[src/rtl/sprite_pkg.sv]
// sprite_pkg: life-cycle state encoding, default sheet geometry and the
// state-to-sheet-row helper shared by sprite_animator and its testbench.
package sprite_pkg;

    typedef enum logic [2:0] {
        S_IDLE,
        S_PLAY,
        S_HIT,
        S_DYING,
        S_DEAD
    } state_t;

    localparam int SHEET_W = 360;
    localparam int ADDR_W  = 17;

    // Sprite-sheet row shown for each life-cycle state.
    function automatic logic [7:0] rowForState(input state_t s,
                                               input int rowIdle,
                                               input int rowPlay,
                                               input int rowDeath);
        logic [7:0] row;
        case (s)
            S_PLAY, S_HIT:   row = 8'(rowPlay);
            S_DYING, S_DEAD: row = 8'(rowDeath);
            default:         row = 8'(rowIdle);
        endcase
        return row;
    endfunction

endpackage

[src/rtl/sprite_if.sv]
// sprite_if: groups the per-character control pulses, VGA scan position,
// sprite placement and the registered sheet address / status outputs.
// Optional mirror input exists only when SPRITE_MIRROR_EN is defined.
interface sprite_if #(
    parameter int ADDR_W  = sprite_pkg::ADDR_W,
    parameter int FRAME_W = 2
);
    logic               en;
    logic               frame_tick;
    logic               start;
    logic               hit;
    logic               kill;
    logic [9:0]         h_cnt;
    logic [9:0]         v_cnt;
    logic [8:0]         pos_x;
    logic [8:0]         pos_y;
`ifdef SPRITE_MIRROR_EN
    logic               mirror;
`endif
    logic [ADDR_W-1:0]  pixel_addr;
    logic               is_object;
    logic [FRAME_W-1:0] anim_frame;
    logic               dead;

    // Game/VGA side: drives controls and scan position, consumes the address.
    modport master (
        output en, frame_tick, start, hit, kill,
        output h_cnt, v_cnt, pos_x, pos_y,
`ifdef SPRITE_MIRROR_EN
        output mirror,
`endif
        input  pixel_addr, is_object, anim_frame, dead
    );

    // Sprite engine side.
    modport slave (
        input  en, frame_tick, start, hit, kill,
        input  h_cnt, v_cnt, pos_x, pos_y,
`ifdef SPRITE_MIRROR_EN
        input  mirror,
`endif
        output pixel_addr, is_object, anim_frame, dead
    );

endinterface

[src/rtl/sprite_addr_gen.sv]
// sprite_addr_gen: one-cycle pipeline from the VGA scan position to the
// sprite-sheet ROM address and the in-box / visible flag.
// With SPRITE_MIRROR_EN defined, a mirror input flips the sprite column.
module sprite_addr_gen #(
    parameter int SPR_W   = 10,
    parameter int SPR_H   = 10,
    parameter int FRAMES  = 4,
    parameter int SHEET_W = sprite_pkg::SHEET_W,
    parameter int ADDR_W  = sprite_pkg::ADDR_W,
    parameter int FRAME_W = $clog2(FRAMES),
    parameter int ROW_W   = 8
) (
    input  logic               clk,
    input  logic               rst,
    input  logic [9:0]         i_hCnt,
    input  logic [9:0]         i_vCnt,
    input  logic [8:0]         i_posX,
    input  logic [8:0]         i_posY,
    input  logic [FRAME_W-1:0] i_animFrame,
    input  logic [ROW_W-1:0]   i_row,
    input  logic               i_blank,
`ifdef SPRITE_MIRROR_EN
    input  logic               i_mirror,
`endif
    output logic [ADDR_W-1:0]  o_pixelAddr,
    output logic               o_isObject
);

    logic [9:0]        w_gx;
    logic [9:0]        w_gy;
    logic [9:0]        w_posX;
    logic [9:0]        w_posY;
    logic [9:0]        w_col;
    logic [9:0]        w_rowPix;
    logic              w_inBox;
    logic [31:0]       w_colTerm;
    logic [ADDR_W-1:0] w_addr;
    logic [ADDR_W-1:0] r_pixelAddr;
    logic              r_isObject;

    // Game coordinates are half the VGA counts; bounds are 10 bits wide so a
    // sprite near the right/bottom edge cannot wrap its far bound to zero.
    assign w_gx    = i_hCnt >> 1;
    assign w_gy    = i_vCnt >> 1;
    assign w_posX  = {1'b0, i_posX};
    assign w_posY  = {1'b0, i_posY};
    assign w_inBox = (w_gx >= w_posX) && (w_gx < w_posX + 10'(SPR_W)) &&
                     (w_gy >= w_posY) && (w_gy < w_posY + 10'(SPR_H));
    assign w_col    = w_gx - w_posX;
    assign w_rowPix = w_gy - w_posY;

`ifdef SPRITE_MIRROR_EN
    assign w_colTerm = i_mirror ? (32'(SPR_W - 1) - 32'(w_col)) : 32'(w_col);
`else
    assign w_colTerm = 32'(w_col);
`endif

    // Frame selects the horizontal cell, row selects the sheet row band.
    assign w_addr = ADDR_W'(w_colTerm
                          + 32'(SPR_W) * 32'(i_animFrame)
                          + (32'(w_rowPix) + 32'(SPR_H) * 32'(i_row)) * 32'(SHEET_W));

    // Register address and visibility together so they stay aligned.
    always_ff @(posedge clk or posedge rst) begin
        if (rst) begin
            r_pixelAddr <= '0;
            r_isObject  <= 1'b0;
        end else begin
            r_pixelAddr <= w_inBox ? w_addr : '0;
            r_isObject  <= w_inBox && !i_blank;
        end
    end

    assign o_pixelAddr = r_pixelAddr;
    assign o_isObject  = r_isObject;

endmodule

[src/rtl/sprite_animator.sv]
// sprite_animator: per-character sprite engine. Sequences animation frames,
// runs the idle/play/hit-flash/dying/dead life cycle and produces the
// registered sheet ROM address plus object flag for the pixel mux.
// Optional build macro SPRITE_MIRROR_EN adds a horizontal mirror input.
module sprite_animator #(
    parameter int SPR_W      = 10,
    parameter int SPR_H      = 10,
    parameter int FRAMES     = 4,
    parameter int SHEET_W    = sprite_pkg::SHEET_W,
    parameter int ADDR_W     = sprite_pkg::ADDR_W,
    parameter int FRAME_HOLD = 8,
    parameter int HIT_TICKS  = 16,
    parameter int ROW_IDLE   = 0,
    parameter int ROW_PLAY   = 1,
    parameter int ROW_DEATH  = 2
) (
    input  logic     clk,
    input  logic     rst,
    sprite_if.slave  bus
);
    import sprite_pkg::*;

    localparam int FRAME_W = $clog2(FRAMES);
    localparam int HOLD_W  = (FRAME_HOLD > 1) ? $clog2(FRAME_HOLD) : 1;
    localparam int HIT_W   = ($clog2(HIT_TICKS) > 2) ? $clog2(HIT_TICKS) : 2;
    localparam logic [FRAME_W-1:0] LAST_FRAME = FRAME_W'(FRAMES - 1);
    localparam logic [HOLD_W-1:0]  LAST_HOLD  = HOLD_W'(FRAME_HOLD - 1);
    localparam logic [HIT_W-1:0]   LAST_HIT   = HIT_W'(HIT_TICKS - 1);

    // The frame cells of one sheet row must fit inside the row stride.
    if (SHEET_W < SPR_W * FRAMES) begin : g_sheetCheck
        $error("sprite_animator: SHEET_W smaller than SPR_W*FRAMES");
    end
    if (FRAMES < 2 || FRAME_HOLD < 1) begin : g_paramCheck
        $error("sprite_animator: FRAMES must be >= 2 and FRAME_HOLD >= 1");
    end

    state_t             r_state;
    state_t             w_nextState;
    logic [HOLD_W-1:0]  r_holdCnt;
    logic [HOLD_W-1:0]  w_nextHold;
    logic [HIT_W-1:0]   r_hitCnt;
    logic [HIT_W-1:0]   w_nextHit;
    logic [FRAME_W-1:0] r_animFrame;
    logic [FRAME_W-1:0] w_nextFrame;
    logic               w_holdWrap;
    logic [7:0]         w_row;
    logic               w_blank;

    assign w_holdWrap = (r_holdCnt == LAST_HOLD);

    // State and counter registers.
    always_ff @(posedge clk or posedge rst) begin
        if (rst) begin
            r_state     <= S_IDLE;
            r_holdCnt   <= '0;
            r_hitCnt    <= '0;
            r_animFrame <= '0;
        end else begin
            r_state     <= w_nextState;
            r_holdCnt   <= w_nextHold;
            r_hitCnt    <= w_nextHit;
            r_animFrame <= w_nextFrame;
        end
    end

    // Next-state logic; kill beats hit beats start, and a coincident
    // frame_tick is absorbed by the restarted counters rather than counted.
    always_comb begin
        w_nextState = r_state;
        w_nextHold  = r_holdCnt;
        w_nextHit   = r_hitCnt;
        w_nextFrame = r_animFrame;
        if (bus.en) begin
            case (r_state)
                S_IDLE: begin
                    if (bus.kill) begin
                        w_nextState = S_DYING;
                        w_nextHold  = '0;
                        w_nextFrame = '0;
                    end else if (bus.start) begin
                        w_nextState = S_PLAY;
                        w_nextHold  = '0;
                        w_nextFrame = '0;
                    end
                end
                S_PLAY, S_HIT: begin
                    if (bus.kill) begin
                        w_nextState = S_DYING;
                        w_nextHold  = '0;
                        w_nextHit   = '0;
                        w_nextFrame = '0;
                    end else begin
                        if (bus.frame_tick) begin
                            if (w_holdWrap) begin
                                w_nextHold  = '0;
                                w_nextFrame = (r_animFrame == LAST_FRAME) ? '0 : r_animFrame + 1'b1;
                            end else begin
                                w_nextHold = r_holdCnt + 1'b1;
                            end
                        end
                        if (bus.hit) begin
                            w_nextState = S_HIT;
                            w_nextHit   = '0;
                        end else if (r_state == S_HIT && bus.frame_tick) begin
                            if (r_hitCnt == LAST_HIT) begin
                                w_nextState = S_PLAY;
                                w_nextHit   = '0;
                            end else begin
                                w_nextHit = r_hitCnt + 1'b1;
                            end
                        end
                    end
                end
                S_DYING: begin
                    if (bus.frame_tick) begin
                        if (w_holdWrap) begin
                            w_nextHold = '0;
                            if (r_animFrame == LAST_FRAME) begin
                                w_nextState = S_DEAD;
                            end else begin
                                w_nextFrame = r_animFrame + 1'b1;
                            end
                        end else begin
                            w_nextHold = r_holdCnt + 1'b1;
                        end
                    end
                end
                S_DEAD: begin
                    w_nextFrame = LAST_FRAME;
                end
                default: begin
                    w_nextState = S_IDLE;
                end
            endcase
        end
    end

    // Sheet row and flash/dead blanking derived from the registered state.
    assign w_row   = rowForState(r_state, ROW_IDLE, ROW_PLAY, ROW_DEATH);
    assign w_blank = (r_state == S_DEAD) || ((r_state == S_HIT) && r_hitCnt[1]);

    assign bus.anim_frame = r_animFrame;
    assign bus.dead       = (r_state == S_DEAD);

    sprite_addr_gen #(
        .SPR_W   (SPR_W),
        .SPR_H   (SPR_H),
        .FRAMES  (FRAMES),
        .SHEET_W (SHEET_W),
        .ADDR_W  (ADDR_W),
        .FRAME_W (FRAME_W),
        .ROW_W   (8)
    ) u_addrGen (
        .clk         (clk),
        .rst         (rst),
        .i_hCnt      (bus.h_cnt),
        .i_vCnt      (bus.v_cnt),
        .i_posX      (bus.pos_x),
        .i_posY      (bus.pos_y),
        .i_animFrame (r_animFrame),
        .i_row       (w_row),
        .i_blank     (w_blank),
`ifdef SPRITE_MIRROR_EN
        .i_mirror    (bus.mirror),
`endif
        .o_pixelAddr (bus.pixel_addr),
        .o_isObject  (bus.is_object)
    );

endmodule

[src/flat_wrapper.sv]
// flat-port wrapper written by rule: the top's interface ports become plain ports
module sprite_animator_flat import sprite_pkg::*;
#(
    parameter int SPR_W      = 10,
    parameter int SPR_H      = 10,
    parameter int FRAMES     = 4,
    parameter int SHEET_W    = sprite_pkg::SHEET_W,
    parameter int ADDR_W     = sprite_pkg::ADDR_W,
    parameter int FRAME_HOLD = 8,
    parameter int HIT_TICKS  = 16,
    parameter int ROW_IDLE   = 0,
    parameter int ROW_PLAY   = 1,
    parameter int ROW_DEATH  = 2
)
  (clk, rst, bus_en, bus_frame_tick, bus_start, bus_hit, bus_kill, bus_h_cnt, bus_v_cnt, bus_pos_x, bus_pos_y, bus_pixel_addr, bus_is_object, bus_anim_frame, bus_dead);
  sprite_if #(.ADDR_W(ADDR_W), .FRAME_W((2))) bus_i ();
  input  logic clk;
  input  logic rst;
  input wire logic [$bits(bus_i.en)-1:0] bus_en;
  input wire logic [$bits(bus_i.frame_tick)-1:0] bus_frame_tick;
  input wire logic [$bits(bus_i.start)-1:0] bus_start;
  input wire logic [$bits(bus_i.hit)-1:0] bus_hit;
  input wire logic [$bits(bus_i.kill)-1:0] bus_kill;
  input wire logic [$bits(bus_i.h_cnt)-1:0] bus_h_cnt;
  input wire logic [$bits(bus_i.v_cnt)-1:0] bus_v_cnt;
  input wire logic [$bits(bus_i.pos_x)-1:0] bus_pos_x;
  input wire logic [$bits(bus_i.pos_y)-1:0] bus_pos_y;
  output wire logic [$bits(bus_i.pixel_addr)-1:0] bus_pixel_addr;
  output wire logic [$bits(bus_i.is_object)-1:0] bus_is_object;
  output wire logic [$bits(bus_i.anim_frame)-1:0] bus_anim_frame;
  output wire logic [$bits(bus_i.dead)-1:0] bus_dead;
  assign bus_i.en = bus_en;
  assign bus_i.frame_tick = bus_frame_tick;
  assign bus_i.start = bus_start;
  assign bus_i.hit = bus_hit;
  assign bus_i.kill = bus_kill;
  assign bus_i.h_cnt = bus_h_cnt;
  assign bus_i.v_cnt = bus_v_cnt;
  assign bus_i.pos_x = bus_pos_x;
  assign bus_i.pos_y = bus_pos_y;
  assign bus_pixel_addr = bus_i.pixel_addr;
  assign bus_is_object = bus_i.is_object;
  assign bus_anim_frame = bus_i.anim_frame;
  assign bus_dead = bus_i.dead;
  sprite_animator #(.SPR_W(SPR_W), .SPR_H(SPR_H), .FRAMES(FRAMES), .SHEET_W(SHEET_W), .ADDR_W(ADDR_W), .FRAME_HOLD(FRAME_HOLD), .HIT_TICKS(HIT_TICKS), .ROW_IDLE(ROW_IDLE), .ROW_PLAY(ROW_PLAY), .ROW_DEATH(ROW_DEATH)) u_core (.clk(clk), .rst(rst), .bus(bus_i));
endmodule
[config.mk]
export PLATFORM = sky130hd
export DESIGN_NAME = sprite_animator_flat
export DESIGN_NICKNAME = d
export VERILOG_FILES = /design/src/rtl/sprite_pkg.sv /design/src/rtl/sprite_if.sv /design/src/rtl/sprite_addr_gen.sv /design/src/rtl/sprite_animator.sv /design/src/flat_wrapper.sv
export SDC_FILE = /design/constraint.sdc
export NUM_CORES = 1
export LEC_CHECK = 0
export CORE_MARGIN = 10
export CORE_UTILIZATION = 40
export CTS_CLUSTER_SIZE = 24
export DETAILED_ROUTE_END_ITERATION = 7
export SLEW_MARGIN = 20
export SYNTH_ARGS = -nofsm -noshare
export SYNTH_HDL_FRONTEND = slang
export SYNTH_HIERARCHICAL = 1
export SYNTH_SLANG_ARGS = --single-unit
[constraint.sdc]
create_clock -name clk -period 7.2 [get_ports clk]
set_clock_uncertainty 0.15 [all_clocks]
set_input_delay 1.08 -clock clk [delete_from_list [all_inputs] [get_ports clk]]
set_output_delay 1.08 -clock clk [all_outputs]
set_load 0.02 [all_outputs]
==> results.cfg, run 1 <==
[hold_path]
min_delay_worst_endpoint = u_core/r_hitCnt[3]
worst_hold_path_type = flop to flop
hp-start = u_core/r_hitCnt[3]
whs_path_depth = 1

[sta]
worst_slew_pin_slew_ns = 0.669
fin_crit_sh_pct = 95.4
hold_viol = 0
slew_headroom_pct = 55.3
drv_slew = 0
fmax_mhz = 146
finalSetupViolCount = 0
period_minus_slack_ns = 6.87

[placement]
dpl_cell_area_mm2 = 0.00666
place_congestion = 0.866
hpwl_um = 10900
numPortBuffers = 63

[setup_path]
cp.required_ns = 7.17
r2r_cells = 25
critical_path_class = input port to flop
max_stage_delay_ns = 0.46
r2r_start = u_core/r_state[1]
reg2reg_to = u_core/u_addrGen/o_pixelAddr[16]
rrSetupSlack_ns = 0.94
cp-end-kind = flop
critPathArrivalTime_ns = 6.84
crit_path_top_delay_cell = clkdlybuf4s50_1
cp-start-kind = input port
path_common_cell = ha_1
critPathMaxFanout = 2

[route]
wirelength_um = 12500
vias = 4799
wl_per_cell_um = 13.1
drc_errors = 0
firstDrtPassIters = 4
via_per_inst = 5.03
final_antenna_net_count = 0
drt-initial-drc-count = 193

[clocking]
numCtsBuffers = 5
clkTransAtPathRegs_ns = 0.05
cts.sinks = 30
cts_max_level = 2
clk_path_buf_depth = 2
cts_tree = yes
root_buffer = clkbuf_16
clk_latency_ns = 0.28

[floorplanning]
die_w_um = 136
die-area_mm2 = 0.0184
initial_core_util_pct = 40.7
io_pins = 66
die_h_um = 136
core-area_mm2 = 0.0132
rows = 42

[synth]
synth.mux.area_fraction_pct = 0.700
synthesis.area_mm2 = 0.00536
synth.yosys.seq_area_share_pct = 14.0
synthCells = 636
ys.flop_type = dfrtp_1
synth_seq_cells = 30
synthAdderAreaFrac_pct = 30.9
ys_types = 70
synth-simple-area-share_pct = 14.2
ys_warn_count = 6
synth_compound_area_share_pct = 19.5
synth_top_family_by_area = adder cells
synth-async-reset-ratio_pct = 100
postSynthAreaPerCell_um2 = 8.43
synth_xor_area_share_pct = 13.1
synth_edf_count = 0

[run_status]
status = finished clean

[global_routing]
grt_pass1_wl_um = 21400
grt_use_total_pct = 13.4
grt-ovfl-total = 0
antenna_found_initial = 0
grt_max_degree = 20
grt_pass1_vias = 4887

[final_layout]
antenna_cells = 0
fill_cells = 1238
area_delta_synth_final_pct = 30.9
design_area_mm2 = 0.00702
drive_gt1_share_pct = 16.1
nNetsFinal = 942

[run]
cap_viol_max_count = 0
[state kept, by name (all words and copies together) (netlist names)]
name,flops
u_core/u_addrGen/o_isObject,1
u_core/r_hitCnt,4
u_core/bus.anim_frame,2
u_core/r_holdCnt,3
u_core/u_addrGen/o_pixelAddr,17
u_core/r_state,3
[timing repair]
item                       in CTS  in global routing
setup endpoints to repair       1                  4
gates resized for setup         2                 36
pin swaps                       4                 28
hold buffers                    0                  0
buffers inserted                2                  4
[layout by cell type, fill, tap and decap left out, types with 9 or more instances in the layout]
cell type        instances
nand2_1                 25
xnor2_1                 40
dfrtp_1                 30
a21o_1                  14
o21bai_1                 9
clkdlybuf4s50_1         60
fa_1                    17
nor2b_1                  9
conb_1                  15
ha_1                    97
inv_1                   86
nor2_1                  52
xor2_1                  28
a21oi_1                 39
nor3_1                  16
buf_4                   67
o21ai_0                 20
[cell usage after synthesis, drive strengths merged (3+ instances only)]
library cell / count / area [um^2]
a211oi: 4 / 35.0
a21o: 14 / 105
a21oi: 48 / 248
a22o: 3 / 26.3
a31oi: 3 / 18.8
and3: 4 / 25.0
buf: 8 / 61.3
clkbuf: 3 / 11.3
dfrtp: 30 / 751
fa: 18 / 360
ha: 102 / 1280
inv: 88 / 330
mux2: 3 / 37.5
nand2: 25 / 93.8
nand2b: 7 / 43.8
nand3: 9 / 50.1
nand4: 5 / 31.3
nor2: 52 / 195
nor2b: 9 / 56.3
nor3: 18 / 95.1
nor4: 5 / 43.8
o2111ai: 6 / 58.8
o21a: 8 / 60.1
o21ai: 28 / 151
o21bai: 9 / 67.6
o2bb2ai: 3 / 26.3
o31ai: 7 / 52.6
or2: 4 / 25.0
or3: 4 / 25.0
or4: 4 / 33.8
xnor2: 43 / 384
xor2: 33 / 297
[logic make-up after synthesis]
kind of cell | count (synthesis)
AO/OA/AOI/OAI | 152
AND/OR/NAND/NOR | 152
adder cells (fa/ha/maj) | 122
buffers and inverters | 99
XOR/XNOR | 77
flip-flops | 30
multiplexers | 3
other | 1
[worst max path at each step]
stage | start | end | slack (ns) | depth (start not counted)
2_1_floorplan | bus_v_cnt[1] | u_core/u_addrGen/o_pixelAddr[16] | 0.36 | 28
4_1_cts | bus_pos_y[0] | u_core/u_addrGen/o_pixelAddr[16] | 0.008 | 30
5_1_grt | bus_v_cnt[2] | u_core/u_addrGen/o_pixelAddr[16] | -0.03 | 30
3_5_place_dp | bus_pos_y[0] | u_core/u_addrGen/o_pixelAddr[16] | -0.43 | 29
6_report | bus_v_cnt[2] | u_core/u_addrGen/o_pixelAddr[16] | 0.33 | 27
3_3_place_gp | bus_pos_y[0] | u_core/u_addrGen/o_pixelAddr[16] | -0.28 | 29
[stage by stage]
stage | instances | TNS (ns) | util (%) | setup slack [ns] | hold slack, ns
2_1_floorplan | 650 | 0 | - | 0.362 | 0.287
3_3_place_gp | 940 | -0.282 | 50.5 | -0.282 | 0.308
3_5_place_dp | 940 | -0.609 | 50.5 | -0.428 | 0.316
4_1_cts | 950 | 0 | 51.8 | 0.00804 | 0.326
5_1_grt | 954 | -0.0297 | 53.2 | -0.0297 | 0.362
6_report | 954 | 0 | 53.2 | 0.329 | 0.328
[worst max-delay path, delay by kind of cell]
family | cells | cell delay, ns
fa+ha+maj | 7 | 2.07
xor+xnor | 5 | 1.00
buf+inv | 5 | 0.81
compound gates | 3 | 0.52
simple gates | 7 | 1.35
[metal layers]
metal | routed length (um) | GRT usage [%]
met4 | 87 | 3.41
met3 | 532 | 1.71
met5 | 0 | 0
met1 | 5650 | 16.6
met2 | 6250 | 23.7
[cell type report]
| class | count | area, um^2 | share of cell area [%] |
|---|---|---|---|
| inverters | 88 | 330 | 4.71 |
| multi-input cells | 521 | 4420 | 62.9 |
| well taps | 176 | 220 | 3.14 |
| repair buffers | 131 | 1150 | 16.4 |
| flip-flops and latches | 30 | 751 | 10.7 |
| clock buffers | 7 | 143 | 2.03 |
| clock inverters | 1 | 5.00 | 0.0713 |
Power of run 1 is not shown: default switching activity piles up to over one toggle a cycle in this logic, so the estimate is an artifact.
==> run 2, diff against run 1 <==
- GPL_ROUTABILITY_DRIVEN: default -> 0
- SLEW_MARGIN: 20 -> default
==> run 2 against run 1 <==
Effect of this change:
- die area did not move
- maximum frequency fell by 0.98%
- hold slack got worse by 0.0068 ns
- cell area rose by 0.52%
- core utilization rose by 0.28 points
- routed wire length rose by 1.4%
- sequential share of layout area fell by 0.055 points
- non-clock buffer count fell by 1
- worst setup slack got worse by 0.068 ns
- sequential cell count did not move
- clock-buffer cell count did not move
==> results.cfg, run 2 (synthesis gave the netlist of run 1 again) <==
[clocking]
numCtsBuffers = 5
clk_path_buf_depth = 2
cts_tree = yes
clk_latency_ns = 0.28
clkTransAtPathRegs_ns = 0.06
root_buffer = clkbuf_16
cts.sinks = 30
cts_max_level = 2

[setup_path]
endpoint = u_core/u_addrGen/o_pixelAddr[16]
critPathMaxFanout = 4
cp.required_ns = 7.17
critPathArrivalTime_ns = 6.91
cp-end-kind = flop
rrSetupSlack_ns = 0.90
crit_start = bus_pos_y[2]
cp-start-kind = input port
critical_path_class = input port to flop
r2r_cells = 25
r2r_start = u_core/r_state[0]
reg2reg_to = u_core/u_addrGen/o_pixelAddr[16]

[run_status]
status = finished clean

[route]
drt-initial-drc-count = 157
vias = 4804
wirelength_um = 12700
final_antenna_net_count = 0
wl_per_cell_um = 13.3
drc_errors = 0
via_per_inst = 5.04
firstDrtPassIters = 4

[placement]
dpl_cell_area_mm2 = 0.00666
hpwl_um = 10800
numPortBuffers = 63
numPlacedInstances = 940
place_ws_ns = -0.406

[sta]
finalSetupViolCount = 0
slew_headroom_pct = 56.5
hold_viol = 0
period_minus_slack_ns = 6.94
drv_slew = 0
fmax_mhz = 144
worst_slew_pin_slew_ns = 0.652
fin_crit_sh_pct = 96.4
setup_ws_ns = 0.261

[final_layout]
final_common_cell = ha_1
fin_util_pct = 53.5
nNetsFinal = 941
multiInputGateArea_mm2 = 0.00447
layout_common_cells = ha_1 (95), inv_1 (86), buf_4 (67), clkdlybuf4s50_1 (60), nor2_1 (52)
drive_gt1_share_pct = 16.3
antenna_cells = 0
finalNonFillerCells = 953
area_delta_synth_final_pct = 31.6
largest_reg_flops = 17
design_area_mm2 = 0.00706
seqCellArea_um2 = 751
fill_cells = 1262

[floorplanning]
initial_core_util_pct = 40.7
io_pins = 66
rows = 42
die-area_mm2 = 0.0184
core-area_mm2 = 0.0132
die_h_um = 136
die_w_um = 136

[global_routing]
grt_pass1_vias = 4904
grt_use_total_pct = 13.5
antenna_found_initial = 0
grt_max_degree = 20
grt-ovfl-total = 0
grt_pass1_wl_um = 21400

[run]
cap_viol_max_count = 0

[hold_path]
worst_hold_path_type = flop to flop
-- run 2: worst min-delay path by stage --
| stage | start | to | cells after the start |
|---|---|---|---|
| final | u_core/r_hitCnt[3] | u_core/r_hitCnt[3] | 1 |
| after floorplan | u_core/r_hitCnt[3] | u_core/r_hitCnt[3] | 1 |
| after global placement | u_core/r_hitCnt[3] | u_core/r_hitCnt[3] | 1 |
| after CTS | u_core/r_hitCnt[3] | u_core/r_hitCnt[3] | 1 |
| after global routing | u_core/r_hitCnt[3] | u_core/r_hitCnt[3] | 1 |
| after detailed placement | u_core/r_hitCnt[3] | u_core/r_hitCnt[3] | 1 |
-- run 2: area by class of cell --
cell class / count / share of cell area, %
Clock inverter: 1 / 0.0709
Multi-Input combinational cell: 521 / 63.3
Tap cell: 176 / 3.12
Sequential cell: 30 / 10.6
Timing Repair Buffer: 130 / 16.2
Inverter: 88 / 4.68
Clock buffer: 7 / 2.02
-- run 2: metrics by stage --
stage          TNS, ns  hold WS, ns
2_1_floorplan        0        0.287
3_3_place_gp    -0.290        0.308
3_5_place_dp    -0.551        0.311
4_1_cts              0        0.322
5_1_grt         -0.103        0.350
6_report             0        0.321
-- run 2: worst max-delay path, cell delays in order --
cell and delay, ns:
clkdlybuf4s50_1 0.49, inv_1 0.05, ha_1 0.31, a21o_1 0.18
a21oi_1 0.14, nor2_1 0.05, nor2_1 0.10, o21ai_0 0.15
xor2_1 0.18, ha_1 0.36, o21ai_0 0.14, o21bai_1 0.13
xor2_2 0.17, ha_1 0.30, inv_1 0.06, fa_1 0.45
fa_1 0.49, inv_1 0.06, ha_4 0.24, and2b_1 0.18
o2111ai_2 0.22, nand3b_1 0.15, xor2_2 0.22, nand3_2 0.12
nor4_4 0.30, xnor3_1 0.36, xor2_1 0.15, nor2_1 0.06
-- run 2: what timing repair did --
action                                  in CTS  in global routing
pin swaps                                    8                 23
setup buffers                                2                  3
resized for setup                            4                 34
hold buffers                                 0                  0
endpoints found under the setup margin       1                  6
-- run 2: layer usage --
| metal | GRT usage, % | up-vias | share of wire (%) |
|---|---|---|---|
| met1 | 16.6 | 2247 | 45 |
| met4 | 3.23 | 0 | 0.58 |
| met2 | 24.0 | 80 | 50 |
| met3 | 1.74 | 6 | 3.9 |
| li1 | - | 2471 | - |
| met5 | 0 | - | 0 |
Power of run 2 is left out for the same reason.
==> run 3, diff against run 2 <==
- CORE_UTILIZATION: 40 -> 50
- PLACE_DENSITY: default -> 0.73
==> run 3 against run 2 <==
Effect of this change:
- global-route usage grew 2.1 points
- non-clock buffer count shrank 7
- largest cell class unchanged
- critical path type unchanged
- routed wire length shrank 5.2%
- worst setup slack gained 0.0056 ns
- clock-buffer cell count shrank 1
- sequential cell count is the same
- critical endpoint unchanged
- via count shrank 0.92%
- critical path depth grew 2
- register-to-register slack gained 0.05 ns
- core utilization grew 12 points
==> results.cfg, run 3 (synthesis gave the netlist of run 1 again) <==
[setup_path]
reg2reg_to = u_core/u_addrGen/o_pixelAddr[16]
r2r_start = u_core/r_state[0]
max_stage_delay_ns = 0.52
rrSetupSlack_ns = 0.95
cp-start-kind = input port
path_delay_family = adder cells
path_common_cell = ha_1
r2r_cells = 27
crit_path_top_delay_cell = fa_1
cp-end-kind = flop
cp_num_buf_inv = 6
critPathMaxFanout = 4
critPathArrivalTime_ns = 6.91
cp.required_ns = 7.18
critical_path_class = input port to flop

[final_layout]
area_delta_synth_final_pct = 27.6
finalNonFillerCells = 906
antenna_cells = 0
nNetsFinal = 934
largest_reg_flops = 17
final_common_cell = ha_1
fin_util_pct = 66.0
drive_gt1_share_pct = 14.3
layout_common_cells = ha_1 (99), inv_1 (87), clkdlybuf4s50_1 (62), buf_4 (60), nor2_1 (52)

[clocking]
root_buffer = clkbuf_8
clkTransAtPathRegs_ns = 0.07
cts_tree = yes
clk_latency_ns = 0.28
cts.sinks = 30
numCtsBuffers = 5
clk_path_buf_depth = 2
cts_max_level = 2
cts_hold_buffers = 0

[sta]
setup_ws_ns = 0.266
fmax_mhz = 144
worst_slew_pin_slew_ns = 0.632
finalSetupViolCount = 0
tns_ns = 0
period_minus_slack_ns = 6.93
fin_crit_sh_pct = 96.3
slew_headroom_pct = 57.9
hold_viol = 0
drv_slew = 0

[global_routing]
grt_max_degree = 20
grtUsageMet1_pct = 18.4
gr-max-usage-layer = met2
grt-ovfl-total = 0
grt_pass1_vias = 4866
grt_pass1_wl_um = 20400
grt_use_total_pct = 15.6
antenna_found_initial = 0
met3_usage_pct = 2.01
met2_usage_pct = 29.3

[hold_path]
whs_path_depth = 1
min_delay_worst_endpoint = u_core/r_hitCnt[3]
worst_hold_path_type = flop to flop
hp-start = u_core/r_hitCnt[3]

[floorplanning]
initial_core_util_pct = 51.7
die_h_um = 124
die_w_um = 124
rows = 37
io_pins = 66
die-area_mm2 = 0.0153
core-area_mm2 = 0.0104

[route]
drc_errors = 0
vias = 4760
drt-initial-drc-count = 252
firstDrtPassIters = 4
wl_per_cell_um = 13.3
wirelength_um = 12000
via_per_inst = 5.25
final_antenna_net_count = 0

[placement]
hpwl_um = 10600
numPlacedInstances = 896
numPortBuffers = 63
place_ws_ns = -0.323

[run_status]
status = finished clean

[run]
cap_viol_max_count = 0
run 3: cell types whose count changed in the layout (fill, tap and decap cells not counted), moves of 3 or more:
cell,change
ha_4,-3
clkbuf_8,+4
buf_4,-7
clkbuf_16,-5
ha_1,+4
run 3: worst max-delay path by stage:
| stage | slack, ns | from | cells after the start | to |
|---|---|---|---|---|
| after floorplan | 0.36 | bus_v_cnt[1] | 28 | u_core/u_addrGen/o_pixelAddr[16] |
| final | 0.27 | bus_v_cnt[1] | 30 | u_core/u_addrGen/o_pixelAddr[16] |
| after global placement | -0.24 | bus_pos_y[0] | 29 | u_core/u_addrGen/o_pixelAddr[16] |
| after detailed placement | -0.32 | bus_pos_y[0] | 29 | u_core/u_addrGen/o_pixelAddr[16] |
| after global routing | -0.05 | bus_v_cnt[1] | 30 | u_core/u_addrGen/o_pixelAddr[16] |
| after CTS | 0.01 | bus_pos_y[0] | 29 | u_core/u_addrGen/o_pixelAddr[16] |
run 3: cell type report:
type	instances	area, um^2
Clock inverter	2	37.5
Clock buffer	6	72.6
Sequential cell	30	751
Multi-Input combinational cell	521	4400
Inverter	88	330
Timing Repair Buffer	123	1080
Tap cell	136	170
Fill cell	855	3530
run 3: stage by stage:
| step | hold WS (ns) | area [um^2] |
|---|---|---|
| floorplan | 0.287 | 5420 |
| global placement | 0.309 | 6580 |
| detailed placement | 0.318 | 6580 |
| CTS | 0.331 | 6690 |
| global route | 0.357 | 6840 |
| finish | 0.328 | 6840 |
run 3: repair_timing:
| action | 4_1_cts | 5_1_grt |
|---|---|---|
| hold endpoints to repair | 0 | 0 |
| setup buffers | 0 | 2 |
| setup endpoints to repair | 1 | 5 |
| resized for setup | 1 | 26 |
| pin swaps | 0 | 24 |
run 3: worst reg2reg max path: cells and delay by family (launching register included):
kind                       cells  cell delay [ns]
and+or+nand+nor                7             1.02
DFF                            1             0.65
buffers and inverters          4             0.39
AOI/OAI and AO/OA              4             0.64
adders and majority gates      7             2.33
xor gates and xnor gates       5             0.92
run 3: per-layer routing:
| metal | vias up | part of all wire [%] |
|---|---|---|
| li1 | 2461 | - |
| met1 | 2221 | 44 |
| met2 | 67 | 51 |
| met3 | 11 | 4.2 |
| met4 | 0 | 1.0 |
| met5 | - | 0 |
Power of run 3 is left out for the same reason.
==> variant: new RTL, config.mk and constraints of run 1 <==
Re-encode `state_t` (5 states) as one-hot, 5 bits wide.
--- a/src/rtl/sprite_pkg.sv
+++ b/src/rtl/sprite_pkg.sv
@@ -3,10 +3,10 @@
 package sprite_pkg;
 
-    typedef enum logic [2:0] {
-        S_IDLE,
-        S_PLAY,
-        S_HIT,
-        S_DYING,
-        S_DEAD
+    typedef enum logic [4:0] {
+        S_IDLE  = 5'b00001,
+        S_PLAY  = 5'b00010,
+        S_HIT   = 5'b00100,
+        S_DYING = 5'b01000,
+        S_DEAD  = 5'b10000
     } state_t;
 
Formal check against the unedited RTL: same outputs for any inputs over 10 cycles, from zero or initial values and one cycle with rst high; not proved beyond that.
==> variant against run 1 <==
  * Cell count rose by 0.10%
  * Wire length rose by 4.2%
  * Sequential cell count rose by 2
  * Cell area rose by 0.80%
  * Sequential share of layout area rose by 0.64 points
  * Synthesized area rose by 1.6%
  * Hold slack improved by 0.032 ns
  * Setup slack improved by 0.012 ns
  * Core utilization barely moved
  * Maximum frequency rose by 0.18%
  * Largest cell class unchanged
Power is not shown: default switching activity piles up to over one toggle a cycle in this logic, so the estimate is an artifact.
==> variant: results (changes against run 1) <==
finish:
  final_layout_size_suffix_gt1_share_pct: 15.15  # -0.92 points
  comb.multi_input.count: 520  # -0.19%
  design.final.nets: 943  # +0.11%
  multi_input_area_um2: 4420  # about the same
  final.signal_buffer_count: 132  # +0.76%
  areaGrowthSynthToFinish_pct: 29.91
  final-seq-area_um2: 802.0  # +6.8%
  n_fill_cell: 1243  # +0.40%
  inverters: 87  # -1.1%
  layout.clock.cell_area_share_pct: 2.122  # +0.019 points
  buf_share_pct: 16.34  # -0.078 points
critical_path:
  timing.critical_path.from: "bus_v_cnt[3]"
  worst_path_largest_cell_delay_ns: 0.53  # +0.07 ns
  path_max_fanout: 4  # +2
  worstPathArrival_ns: 6.92  # +0.08 ns
  worstReg2RegStart: "u_core/r_state[2]"
  critical-path-slowest-cell: "sky130_fd_sc_hd__fa_1"
route:
  routed_wirelength_um: 13050  # +4.2%
  vias_per_cell: 5.146  # +2.3%
  met1Wirelength_um: 5708  # +1.1%
  dr_wl_met2_um: 6625  # +6.0%
  met3_length_um: 605  # +14%
  drt_iter0_drc: 172  # -11%
  wl_per_cell_um: 13.66  # +4.1%
place:
  numPortBuffers: 63  # unchanged
  routabilityCongestion: 0.9171  # +5.9%
  dpl_worst_slack_ns: -0.3691  # +0.05895 ns
  place_area_um2: 6745  # +1.3%
  dp.final_hpwl_um: 11260  # +2.9%
synthesis:
  yosysUniqueCellTypes: 78  # +11%
  ys_seq_elements: 32  # +6.7%
  ys_seq_area_share_pct: 14.73  # +0.73 points
  synth_mux_area_share_pct: 1.103  # +0.40 points
  post_synth_xor_area_fraction_pct: 11.99  # -1.1 points
  synth_top_cells_by_area: "sky130_fd_sc_hd__ha_1, sky130_fd_sc_hd__dfrtp_1, sky130_fd_sc_hd__xnor2_1"
  synth.top_cells.by_count: "sky130_fd_sc_hd__ha_1, sky130_fd_sc_hd__inv_1, sky130_fd_sc_hd__nor2_1"
  adder_cell_share_of_the_synthesized_area_pct: 30.05  # -0.84 points
  syn-mean-instance-area_um2: 8.591  # +1.9%
  area_fraction_in_compound_gates_after_synthesis_pct: 20.33  # +0.85 points
clock_network:
  clock_tree.htree_level_count: 2  # unchanged
  cts_buffer_depth: 2  # unchanged
global_route:
  groute.usage.overall_pct: 13.89  # +0.51 points
  grt_first_pass_wirelength_um: 22160  # +3.4%
  gr-usage-met2_pct: 25.31  # +1.6 points
  number_of_global_route_vias_before_repair: 4979  # +1.9%
  global_route.usage.met1_pct: 16.78  # +0.16 points
  globalRouteMet3Util_pct: 1.760  # +0.053 points
  grt_start_max_net_pins: 19  # -5.0%
outcome:
  status: "completed"
min_path:
  worstHoldStart: "u_core/r_holdCnt[1]"
## variant: changes by cell type after synthesis, sizes merged, moves of 6 or more
cell           run 1  this run
a21oi             48        35
o21ai             28        39
a211oi             4        10
nand2             25        17
o31ai              7         1
xor2              33        26
## variant: what timing repair did
action	CTS	global route
pin swaps	1	27
resized for setup	1	27
setup endpoints to repair	1	4
buffers inserted	1	6
## variant: worst paths after layout
path,slack [ns],cells past startpoint,endpoint
setup / recovery,0.34,28,u_core/u_addrGen/o_pixelAddr[16]
hold / removal,0.36,1,u_core/r_holdCnt[1]
setup reg to reg,0.80,26,u_core/u_addrGen/o_pixelAddr[16]
hold reg to reg,0.36,1,u_core/r_holdCnt[1]
max in group asynchronous,5.36,2,u_core/u_addrGen/o_pixelAddr[10]
min in group asynchronous,1.06,2,u_core/r_state[1]
